<file path="src/rtl/sdram_pkg.sv">
// sdram_pkg: command encodings, refresh FSM states and address constants shared by the refresh slice.
package sdram_pkg;
  localparam logic [3:0] CMD_NOP  = 4'b0111;
  localparam logic [3:0] CMD_PRE  = 4'b0010;
  localparam logic [3:0] CMD_AREF = 4'b0001;
  localparam int A10 = 10;
  typedef enum logic [2:0] {ST_IDLE, ST_PRE, ST_TRP, ST_AREF, ST_TRFC, ST_DONE} ref_state_e;
endpackage

</file>
<file path="src/rtl/sdram_ref_timer.sv">
// sdram_ref_timer: refresh interval timer and saturating credit counter with sticky overflow.
module sdram_ref_timer #(
  parameter int REF_INTERVAL = 750,
  parameter int MAX_PEND     = 8,
  parameter int PW           = $clog2(MAX_PEND + 1)
) (
  input  logic          sclk,
  input  logic          s_rst_n,
  input  logic          en_i,
  input  logic          dec_i,
  output logic [PW-1:0] pend_cnt_o,
  output logic          ovf_o
);
  localparam int TW = REF_INTERVAL > 1 ? $clog2(REF_INTERVAL) : 1;
  logic [TW-1:0] timer_q, timer_d;
  logic [PW-1:0] pend_q, pend_d;
  logic          ovf_q, ovf_d;
  logic          tick, full;
  always_comb begin
    tick    = en_i && (timer_q == TW'(REF_INTERVAL - 1));
    full    = pend_q == PW'(MAX_PEND);
    timer_d = (!en_i || tick) ? '0 : timer_q + 1'b1;
    // a tick and an AREF in the same cycle cancel out
    pend_d  = !en_i                            ? '0 :
              (tick && !dec_i && !full)        ? pend_q + 1'b1 :
              (!tick && dec_i && pend_q != '0) ? pend_q - 1'b1 : pend_q;
    ovf_d   = ovf_q || (tick && !dec_i && full);
  end
  always_ff @(posedge sclk or negedge s_rst_n) begin
    if (!s_rst_n) begin
      timer_q <= '0;
      pend_q  <= '0;
      ovf_q   <= 1'b0;
    end else begin
      timer_q <= timer_d;
      pend_q  <= pend_d;
      ovf_q   <= ovf_d;
    end
  end
  assign pend_cnt_o = pend_q;
  assign ovf_o      = ovf_q;
endmodule

</file>
<file path="src/rtl/sdram_aref_ctrl.sv">
// sdram_aref_ctrl: SDRAM auto-refresh controller issuing PRE-all plus a burst of AREFs per arbiter grant.
module sdram_aref_ctrl
  import sdram_pkg::*;
#(
  parameter int REF_INTERVAL = 750,
  parameter int T_RP         = 2,
  parameter int T_RFC        = 7,
  parameter int MAX_PEND     = 8,
  parameter int BURST_MAX    = 4,
  parameter int ADDR_W       = 12
) (
  input  logic                             sclk,
  input  logic                             s_rst_n,
  input  logic                             flag_init_end,
  input  logic                             ref_en,
  output logic                             ref_req,
  output logic                             ref_urgent,
  output logic                             flag_ref_end,
  output logic                             ref_busy,
  output logic                             ref_ovf,
  output logic [$clog2(MAX_PEND+1)-1:0]    pend_cnt,
  output logic [3:0]                       aref_cmd,
  output logic [ADDR_W-1:0]                sdram_addr
);
  localparam int PW = $clog2(MAX_PEND + 1);
  localparam int NW = $clog2(BURST_MAX + 1);
  localparam int CW = $clog2((T_RP > T_RFC ? T_RP : T_RFC) + 1);
  // wait counters count down to zero; the PRE/AREF cycle itself is the first cycle of each gap
  localparam logic [CW-1:0] TRP_LD  = T_RP > 1 ? CW'(T_RP - 2) : '0;
  localparam logic [CW-1:0] TRFC_LD = T_RFC > 1 ? CW'(T_RFC - 2) : '0;
  ref_state_e    state_q, state_d;
  logic [CW-1:0] cnt_q, cnt_d;
  logic [NW-1:0] n_q, n_d;
  logic          grant;
  sdram_ref_timer #(
    .REF_INTERVAL(REF_INTERVAL),
    .MAX_PEND    (MAX_PEND),
    .PW          (PW)
  ) u_timer (
    .sclk      (sclk),
    .s_rst_n   (s_rst_n),
    .en_i      (flag_init_end),
    .dec_i     (state_q == ST_AREF),
    .pend_cnt_o(pend_cnt),
    .ovf_o     (ref_ovf)
  );
  assign ref_req      = (state_q == ST_IDLE) && (pend_cnt != '0);
  assign ref_urgent   = pend_cnt == PW'(MAX_PEND);
  assign flag_ref_end = state_q == ST_DONE;
  assign ref_busy     = state_q != ST_IDLE;
  assign grant        = ref_req && ref_en;
  assign aref_cmd     = state_q == ST_PRE  ? CMD_PRE  :
                        state_q == ST_AREF ? CMD_AREF : CMD_NOP;
  assign sdram_addr   = ADDR_W'(1) << A10;
  always_comb begin
    state_d = state_q;
    cnt_d   = cnt_q;
    n_d     = n_q;
    unique case (state_q)
      ST_IDLE: if (grant) begin
        state_d = ST_PRE;
        n_d     = pend_cnt > PW'(BURST_MAX) ? NW'(BURST_MAX) : NW'(pend_cnt);
      end
      ST_PRE: begin
        state_d = T_RP > 1 ? ST_TRP : ST_AREF;
        cnt_d   = TRP_LD;
      end
      ST_TRP: begin
        state_d = cnt_q == '0 ? ST_AREF : ST_TRP;
        cnt_d   = cnt_q - 1'b1;
      end
      ST_AREF: begin
        n_d     = n_q - 1'b1;
        cnt_d   = TRFC_LD;
        state_d = T_RFC > 1 ? ST_TRFC : (n_q > NW'(1) ? ST_AREF : ST_DONE);
      end
      ST_TRFC: begin
        state_d = cnt_q != '0 ? ST_TRFC : (n_q != '0 ? ST_AREF : ST_DONE);
        cnt_d   = cnt_q - 1'b1;
      end
      ST_DONE: state_d = ST_IDLE;
      default: state_d = ST_IDLE;
    endcase
  end
  always_ff @(posedge sclk or negedge s_rst_n) begin
    if (!s_rst_n) begin
      state_q <= ST_IDLE;
      cnt_q   <= '0;
      n_q     <= '0;
    end else begin
      state_q <= state_d;
      cnt_q   <= cnt_d;
      n_q     <= n_d;
    end
  end
endmodule

</file>
<file path="config.mk">
export PLATFORM = sky130hd
export DESIGN_NAME = sdram_aref_ctrl
export DESIGN_NICKNAME = d
export VERILOG_FILES = /design/src/rtl/sdram_pkg.sv /design/src/rtl/sdram_ref_timer.sv /design/src/rtl/sdram_aref_ctrl.sv
export SDC_FILE = /design/constraint.sdc
export NUM_CORES = 1
export LEC_CHECK = 0
export ABC_AREA = 1
export CELL_PAD_IN_SITES_DETAIL_PLACEMENT = 1
export CELL_PAD_IN_SITES_GLOBAL_PLACEMENT = 1
export CORE_MARGIN = 2
export CORE_UTILIZATION = 33
export DETAILED_ROUTE_END_ITERATION = 16
export PLACE_DENSITY_LB_ADDON = 0.25
export SYNTH_ARGS = -nofsm -noshare
export SYNTH_HDL_FRONTEND = slang
export SYNTH_SLANG_ARGS = --single-unit
</file>
<file path="constraint.sdc">
create_clock -name sclk -period 2.7 [get_ports sclk]
set_input_delay 0.405 -clock sclk [delete_from_list [all_inputs] [get_ports sclk]]
set_output_delay 0.405 -clock sclk [all_outputs]
set_load 0.1 [all_outputs]
</file>
# --- Word level (Yosys, flattened, before mapping) ---
# Index checks and enable logic that the tools add are counted.
word_totals:
  in_bits: 4
  ff_bits: 24
  word_cells: 60
  output_inout_bits: 25
op_classes:
  addsub: 5
  n_reduce_logical: 24
  muxes: 15
  magnitude_cmp: 1
  n_eq_ne: 9
ops:
  columns: ["operator", "count"]
  rows:
  - ["$mux 3", 7]
  - ["$pmux 3 s5", 1]
  - ["$mux 4", 3]
  - ["$reduce_bool 3->1", 4]
  - ["$add 10x1->10 const B", 1]
  - ["$eq 10x10->1 const B", 1]
  - ["$mux 10", 1]
  - ["$pmux 3 s3", 1]
  - ["$logic_and 1x1->1", 8]
  - ["$eq 3x2->1 const B", 2]
  - ["$eq 3x3->1 const B", 2]
  - ["$logic_not 3->1", 2]
  - ["$pmux 3 s2", 1]
  - ["$sub 3x1->3 const B", 2]
  - ["$add 4x1->4 const B", 1]
  - ["$eq 4x4->1 const B", 1]
  - ["$gt 4x3->1 const B", 1]
  - ["$logic_not 1->1", 4]
  - ["$reduce_bool 4->1", 1]
  - ["$sub 4x1->4 const B", 1]
  - ["$eq 3x1->1 const B", 1]
  - ["$ne 3x1->1 const B", 1]
  - ["$logic_or 1x1->1", 2]
  - ["$ne 2x2->1 const B", 1]
  - ["4 further kinds", 4]

# --- Longest topological paths before layout ---
# Gate-level depths: netlist of run 1.
logic_depth:
  depth_word: 8
  depth_mapped: 17

# --- Hierarchy ---
# From an unflattened synthesis of run 1, not the netlist that was laid out.
unflattened:
  cells_unflattened: 213
  hier_area_um2: 1657.8
by_module_without_submodules:
  columns: ["mod", "instances", "cells_per_inst", "area_each_um2"]
  rows:
  - ["sdram_ref_timer", 1, 114, 914.6]
  - ["sdram_aref_ctrl", 1, 99, 743.2]

# --- Worst setup path before layout of run 1 ---
# No wires, ideal clock.
synth_path:
  path_kind: "register to output"
  startpoint: "register state_q[1]"
  endpoint: "output port ref_req"
  setup_slack_ps: -407
  arrival_time_ps: 2702
  required_time_ps: 2295
  stages_incl_launch_ff: 6
  n_path_buf: 0
  cell_sequence: "dfrtp_1 inv_2 nand2_2 nor2_2 inv_1 a21oi_1"
synth_via:
  elab_chain_len: 2
synth_lines:
  columns: ["item", "line", "rtl"]
  rows:
  - ["from (decl)", "sdram_aref_ctrl.sv:31", "ref_state_e state_q, state_d;"]
  - ["from (signal assigned)", "sdram_aref_ctrl.sv:91", "state_q <= state_d;"]
  - ["$logic_not 3->1", "sdram_aref_ctrl.sv:47", "assign ref_req = (state_q == ST_IDLE) && (pend_cnt != '0);"]
  - ["$logic_and 1x1->1", "sdram_aref_ctrl.sv:47", null]
  - ["to (decl)", "sdram_aref_ctrl.sv:16", "output logic ref_req,"]
# No other way between the ends.

# --- Worst setup path after layout of run 1 ---
layout_path:
  startpoint: "register u_timer.timer_q[1]"
  endpoint: "register u_timer.pend_q[3] (netlist: u_timer.pend_cnt_o[3])"
layout_via:
  elab_chain_len: 6
  elab_cells_between_ends: 10
  cone_classes: "eq/ne: 2; mux: 2; reduce/logical: 6"
layout_lines:
  columns: ["item", "line", "rtl"]
  rows:
  - ["from (decl)", "sdram_ref_timer.sv:15", "logic [TW-1:0] timer_q, timer_d;"]
  - ["from (signal assigned)", "sdram_ref_timer.sv:35", "timer_q <= timer_d;"]
  - ["$eq 10x10->1 (*)", "sdram_ref_timer.sv:20", "tick = en_i && (timer_q == TW'(REF_INTERVAL - 1));"]
  - ["$logic_and 1x1->1 (*)", "sdram_ref_timer.sv:20", null]
  - ["$logic_not 1->1 / $logic_and 1x1->1 (equally long branches)", "sdram_ref_timer.sv:26, sdram_ref_timer.sv:25", null]
  - ["$logic_and 1x1->1 (on tied branches)", "sdram_ref_timer.sv:26, sdram_ref_timer.sv:25", null]
  - ["$logic_and 1x1->1 / $mux 4 (equally long branches)", "sdram_ref_timer.sv:26, sdram_ref_timer.sv:25", null]
  - ["$ne 3x1->1 (no line) / $mux 4 (equally long branches)", null, null]
  - ["to (signal assigned)", "sdram_ref_timer.sv:36", "pend_q <= pend_d;"]
  - ["to (decl)", "sdram_ref_timer.sv:16", "logic [PW-1:0] pend_q, pend_d;"]
# Every way passes the cells marked *; elsewhere a longest branch is shown, timed or not.
# A chain may end at the register's enable or synchronous reset.

==> flow_summary.json, run 1 <==
{
  "cts_resized": 0,
  "fin_skew_ns": 0.00546,
  "grt_pass1_wl_mm": 5.51,
  "leakage_nw": 0.879,
  "synth-seq-cells": 24,
  "cpMostUsedCell": "nand2_1",
  "fmax_ghz": 0.458,
  "synth-edff-count": 0,
  "core_mm2": 0.00444,
  "fin_area_mm2": 0.00175,
  "final_nets": 226,
  "cts.sink_count": 24,
  "required_ns": 2.86,
  "start_util_pct": 35.0,
  "fin_crit_sh_pct": 80.9,
  "path_class": "reg2reg",
  "netlist_area_mm2": 0.00156,
  "fin_ws_ns": 0.515,
  "routed_wl_mm": 3.16,
  "antenna_left": 0,
  "ys_top_cells_by_area": "dfrtp_1, nand2_1, ha_1",
  "dieWidth_um": 72.7,
  "rsz0062_at_grt": "no",
  "port_buffers": 15,
  "cts_buffer_depth": 2,
  "cts_buffers": 3,
  "finalPower_mw": 2.14,
  "synth_common_cells": "nand2_1, dfrtp_1, inv_1",
  "async_reset_ff_share_pct": 100,
  "drtIter0Drc": 36,
  "die_h_um": 72.7,
  "vdd_drop_max_mv": 0.793,
  "h-tree-depth": 1,
  "arrival_ns": 2.35,
  "cts_hold_repair.buffers": 0,
  "netlist.area_leader.share_pct": 38.6,
  "layout-drive-gt1-share_pct": 20.9,
  "ios": 29,
  "yosys_most_used_dff": "dfrtp_1",
  "critPathCaptureType": "flop",
  "place_hpwl_mm": 2.51,
  "stdcell_count": 263,
  "cts_tree": "yes",
  "placed_cell_area_mm2": 0.00171,
  "diodes": 0,
  "tns_ns": 0,
  "grt_use_total_pct": 13.0,
  "grt-ovfl-total": 0,
  "ys_warn_count": 0,
  "grt_pass1_vias": 1259,
  "dieArea_mm2": 0.00528,
  "crit_slowest_cell": "dfrtp_1",
  "hold_slack_ns": 0.466,
  "slew_violations": 0,
  "cellPowerDensity_mw_per_mm2": 1230,
  "drc": 0,
  "syn2layout_area_growth_pct": 12.3,
  "wire_per_inst_um": 12.0,
  "status": "finished clean",
  "syn_avg_cell_area_um2": 8.02,
  "crit_path_max_incr_delay_ns": 0.40,
  "synth_cell_types": 34,
  "clk_latency_ns": 0.26,
  "fin_crit_ns": 2.18,
  "dpl.cell_count": 260,
  "post-route-util_pct": 39.3,
  "antenna_found_initial": 0,
  "post_synth_inst_count": 194,
  "synth_top_area_cell": "dfrtp_1",
  "cp-start-kind": "flop",
  "path_cells": "inv_1 -> ha_1 -> nand2_1 -> nor2_2 -> nand2_2 -> nor2_4 -> nand4_4 -> ha_1 -> a21oi_1 -> nand3_1 -> nand2_1 -> inv_1 -> nand2_1 -> nand2_1 -> nand2_1 -> nand2_1",
  "worst_hold_path_type": "reg2reg",
  "drt-vias-per-instance": 4.67,
  "grt_max_degree": 25,
  "place_ws_ns": 0.498,
  "ys_seq_area_share_pct": 38.6,
  "finalHoldViolCount": 0,
  "crit_fanout": 6,
  "route.vias.total": 1229,
  "setup_viol": 0,
  "clk_pin_slew_ns": 0.09,
  "cts-root-buf": "clkbuf_8",
  "yosysMostFrequentCell": "nand2_1",
  "maxCapViolCount": 0,
  "gp_congestion": 0.787,
  "post_cts.repair.setup_buffers": 0,
  "rows": 24,
  "dr.pass1.iters": 4
}
==> registers in the layout, indices dropped and copies added, names as in the netlist <==
name and count:
u_timer.timer_q 10, u_timer.pend_cnt_o 4, cnt_q 3, n_q 3, state_q 3, u_timer.ovf_o 1
==> worst max-delay path: cells and delay by family, from the launching register on <==
| family | cells | cell delay, ns |
|---|---|---|
| fa+ha+maj | 2 | 0.52 |
| compound gates | 1 | 0.19 |
| buf+inv | 2 | 0.11 |
| flops | 1 | 0.40 |
| simple gates | 11 | 0.86 |
==> final cells by class <==
cell class                      count  area, µm²
Fill cell                         565       2700
Multi-Input combinational cell    134        777
Sequential cell                    24        601
Timing Repair Buffer               18        143
Inverter                           32        120
Tap cell                           52       65.1
Clock buffer                        3       41.3
==> final timing paths <==
check / from / to / slack, ns / depth (start not counted)
worst max register to register: u_timer.timer_q[1]$_DFF_PN0_ / u_timer.pend_cnt_o[3]$_DFFE_PN0P_ / 0.52 / 16
max in group asynchronous: s_rst_n / cnt_q[0]$_DFFE_PN0P_ / 1.96 / 2
min in group asynchronous: s_rst_n / state_q[1]$_DFFE_PN0P_ / 0.50 / 2
worst min register to register: u_timer.ovf_o$_DFF_PN0_ / u_timer.ovf_o$_DFF_PN0_ / 0.47 / 1
worst min-delay path: u_timer.ovf_o$_DFF_PN0_ / u_timer.ovf_o$_DFF_PN0_ / 0.47 / 1
worst max-delay path: u_timer.timer_q[1]$_DFF_PN0_ / u_timer.pend_cnt_o[3]$_DFFE_PN0P_ / 0.52 / 16
==> kinds of logic after synthesis <==
group,count (synthesis),synth area share [%]
AND/OR/NAND/NOR,83,27.3
XOR/XNOR,2,1.13
adder cells (fa/ha/maj),9,7.72
AO/OA/AOI/OAI,27,10.1
other,2,0.483
flip-flops,24,38.6
buffers and inverters,47,14.6
==> cells in the final DEF, fill, tap and decap left out, drive strengths merged <==
cell           count
clkdlybuf4s50      3
a31oi              1
nand3             11
xnor2              1
fa                 1
nor2              23
nor3b              4
a211oi             1
a21oi             11
clkinv             1
xor2               1
inv               31
nand3b             1
a21o               1
conb              13
o31ai              1
buf               15
nand2             35
nand4              3
o22ai              2
clkbuf             3
dfrtp             24
o21ai             10
ha                 8
nor3               6
==> power by group <==
part           switching [mW]  internal, mW
sequential             0.0828         0.453
combinational            1.06         0.330
clock                   0.113        0.0997
total                    1.26         0.883
==> layer usage <==
layer / track usage (%) / vias up / wire length (µm)
li1: - / 630 / -
met1: 17.4 / 580 / 1580
met2: 22.0 / 17 / 1480
met3: 0.414 / 2 / 60
met4: 5.56 / 0 / 40
met5: 0 / - / 0
Note: power is estimated with default switching activity, not from simulation.
==> run 2: changes to the inputs <==
==> constraint.sdc (replaced) <==
create_clock -name sclk -period 1.8 [get_ports sclk]
set_input_delay 0.27 -clock sclk [delete_from_list [all_inputs] [get_ports sclk]]
set_output_delay 0.27 -clock sclk [all_outputs]
set_load 0.1 [all_outputs]
==> flow_summary.json, run 2 (synthesis gave the netlist of run 1 again) <==
{
  "place_hpwl_mm": 3.14,
  "most-common-layout-cells": "nand2_1, buf_4, inv_1",
  "fin_area_mm2": 0.00225,
  "setup_viol": 3,
  "gp_congestion": 0.822,
  "fin_ws_ns": -0.237,
  "violations": "setup timing",
  "ios": 29,
  "crit_path_max_incr_delay_ns": 0.39,
  "wire_per_inst_um": 14.3,
  "drtIter0Drc": 38,
  "grt_pass1_vias": 1483,
  "cts_hold_repair.buffers": 0,
  "grt_max_degree": 25,
  "finalPower_mw": 4.11,
  "cp-start-kind": "flop",
  "final_common_cell": "nand2_1",
  "h-tree-depth": 1,
  "max_flop_register": "u_timer.timer_q",
  "final_nets": 253,
  "cts_buffers": 3,
  "port_buffers": 15,
  "grt_use_total_pct": 16.5,
  "start_util_pct": 35.0,
  "finalHoldViolCount": 0,
  "route.vias.total": 1381,
  "fin_crit_sh_pct": 113,
  "rsz0062_at_grt": "yes",
  "layout-drive-gt1-share_pct": 38.9,
  "drc": 0,
  "dr.pass1.iters": 4,
  "leakage_nw": 1.06,
  "cts-root-buf": "clkbuf_8",
  "tns_ns": -0.549,
  "fin_crit_ns": 2.04,
  "maxCapViolCount": 0,
  "grt_pass1_wl_mm": 6.81,
  "worst_hold_path_type": "in2async",
  "dieArea_mm2": 0.00528,
  "grt-ovfl-total": 0,
  "rows": 24,
  "cpMostUsedCell": "nand2_1",
  "syn2layout_area_growth_pct": 44.8,
  "core_mm2": 0.00444,
  "drt-vias-per-instance": 4.75,
  "cts_tree": "yes",
  "dieWidth_um": 72.7,
  "cts.sink_count": 24,
  "slew_violations": 0,
  "path_class": "reg2reg",
  "routed_wl_mm": 4.16,
  "largest_register_ffs": 10,
  "required_ns": 1.97,
  "crit_fanout": 3,
  "cellPowerDensity_mw_per_mm2": 1830,
  "vdd_drop_max_mv": 0.671,
  "critPathCaptureType": "flop",
  "cts_buffer_depth": 2,
  "die_h_um": 72.7,
  "clk_pin_slew_ns": 0.09,
  "status": "finished with violations",
  "diodes": 0,
  "path_cells": "inv_1 -> ha_2 -> nand2_2 -> nor2_4 -> nand2_2 -> nor2_4 -> nand4_4 -> ha_4 -> a21oi_4 -> nand2_1 -> nand2_1 -> nand2_1 -> nand3_1 -> nand2_1 -> nand2_1 -> nand2_1",
  "clk_latency_ns": 0.27,
  "placed_cell_area_mm2": 0.00208,
  "arrival_ns": 2.21,
  "fin_skew_ns": 0.00518,
  "fmax_ghz": 0.491,
  "antenna_left": 0,
  "antenna_found_initial": 0,
  "crit_slowest_cell": "dfrtp_1"
}
-- run 2: cell types whose count changed in the layout (fill, tap and decap cells not counted), sizes merged --
cell,delta
buf,+27
clkinvlp,+1
clkbuf,+1
inv,-1
-- run 2: cell type report --
type                            instances  area (µm²)
Multi-Input combinational cell        134         880
Timing Repair Buffer                   45         510
Clock buffer                            4        55.1
Sequential cell                        24         616
Fill cell                             551        2190
Tap cell                               52        65.1
Inverter                               32         126
-- run 2: layer usage --
layer  vias up  wire length (µm)  global-route usage [%]
met5         -                 0                       0
met4         0                62                    5.14
met3         8               104                    2.07
met2        19              2250                    31.4
met1       673              1740                    18.8
li1        681                 -                       -
-- run 2: final timing paths --
path / startpoint / endpoint / slack, ns / depth (start not counted)
max in group asynchronous: s_rst_n / u_timer.pend_cnt_o[0]$_DFFE_PN0P_ / 1.14 / 2
min in group sclk: u_timer.ovf_o$_DFF_PN0_ / u_timer.ovf_o$_DFF_PN0_ / 0.53 / 1
setup / recovery: u_timer.timer_q[1]$_DFF_PN0_ / u_timer.pend_cnt_o[3]$_DFFE_PN0P_ / -0.24 / 16
hold reg to reg: u_timer.ovf_o$_DFF_PN0_ / u_timer.ovf_o$_DFF_PN0_ / 0.53 / 1
hold / removal: s_rst_n / state_q[2]$_DFFE_PN0P_ / 0.37 / 2
setup reg to reg: u_timer.timer_q[1]$_DFF_PN0_ / u_timer.pend_cnt_o[3]$_DFFE_PN0P_ / -0.24 / 16
-- run 2: stage by stage --
step | std cells | worst slack, ns | hold WS [ns] | utilization (%)
after floorplan | 205 | -0.294 | -0.0256 | -
after global placement | 281 | -0.110 | 0.505 | 46.8
after detailed placement | 281 | -0.246 | 0.509 | 46.8
after CTS | 286 | -0.226 | 0.377 | 48.3
after global routing | 291 | -0.415 | 0.390 | 50.7
final | 291 | -0.237 | 0.369 | 50.7
-- run 2: what timing repair did --
action,4_1_cts,5_1_grt
buffers inserted,1,5
pin swaps,4,11
gates resized for setup,1,17
endpoints found under the setup margin,4,5
-- run 2: report_power, final --
part | switching [mW] | internal [mW] | leakage, nW
registers | 0.131 | 0.703 | 0.306
clock network | 0.182 | 0.196 | 0.0288
logic | 1.87 | 1.03 | 0.729
total | 2.19 | 1.92 | 1.06
-- run 2: critical path: cells and delay by family (launching register included) --
| family | cells | cell delay, ns |
|---|---|---|
| AND/OR/NAND/NOR | 12 | 0.89 |
| adder cells (fa/ha/maj) | 2 | 0.46 |
| flip-flops | 1 | 0.39 |
| AO/OA/AOI/OAI | 1 | 0.13 |
| buffers and inverters | 1 | 0.06 |
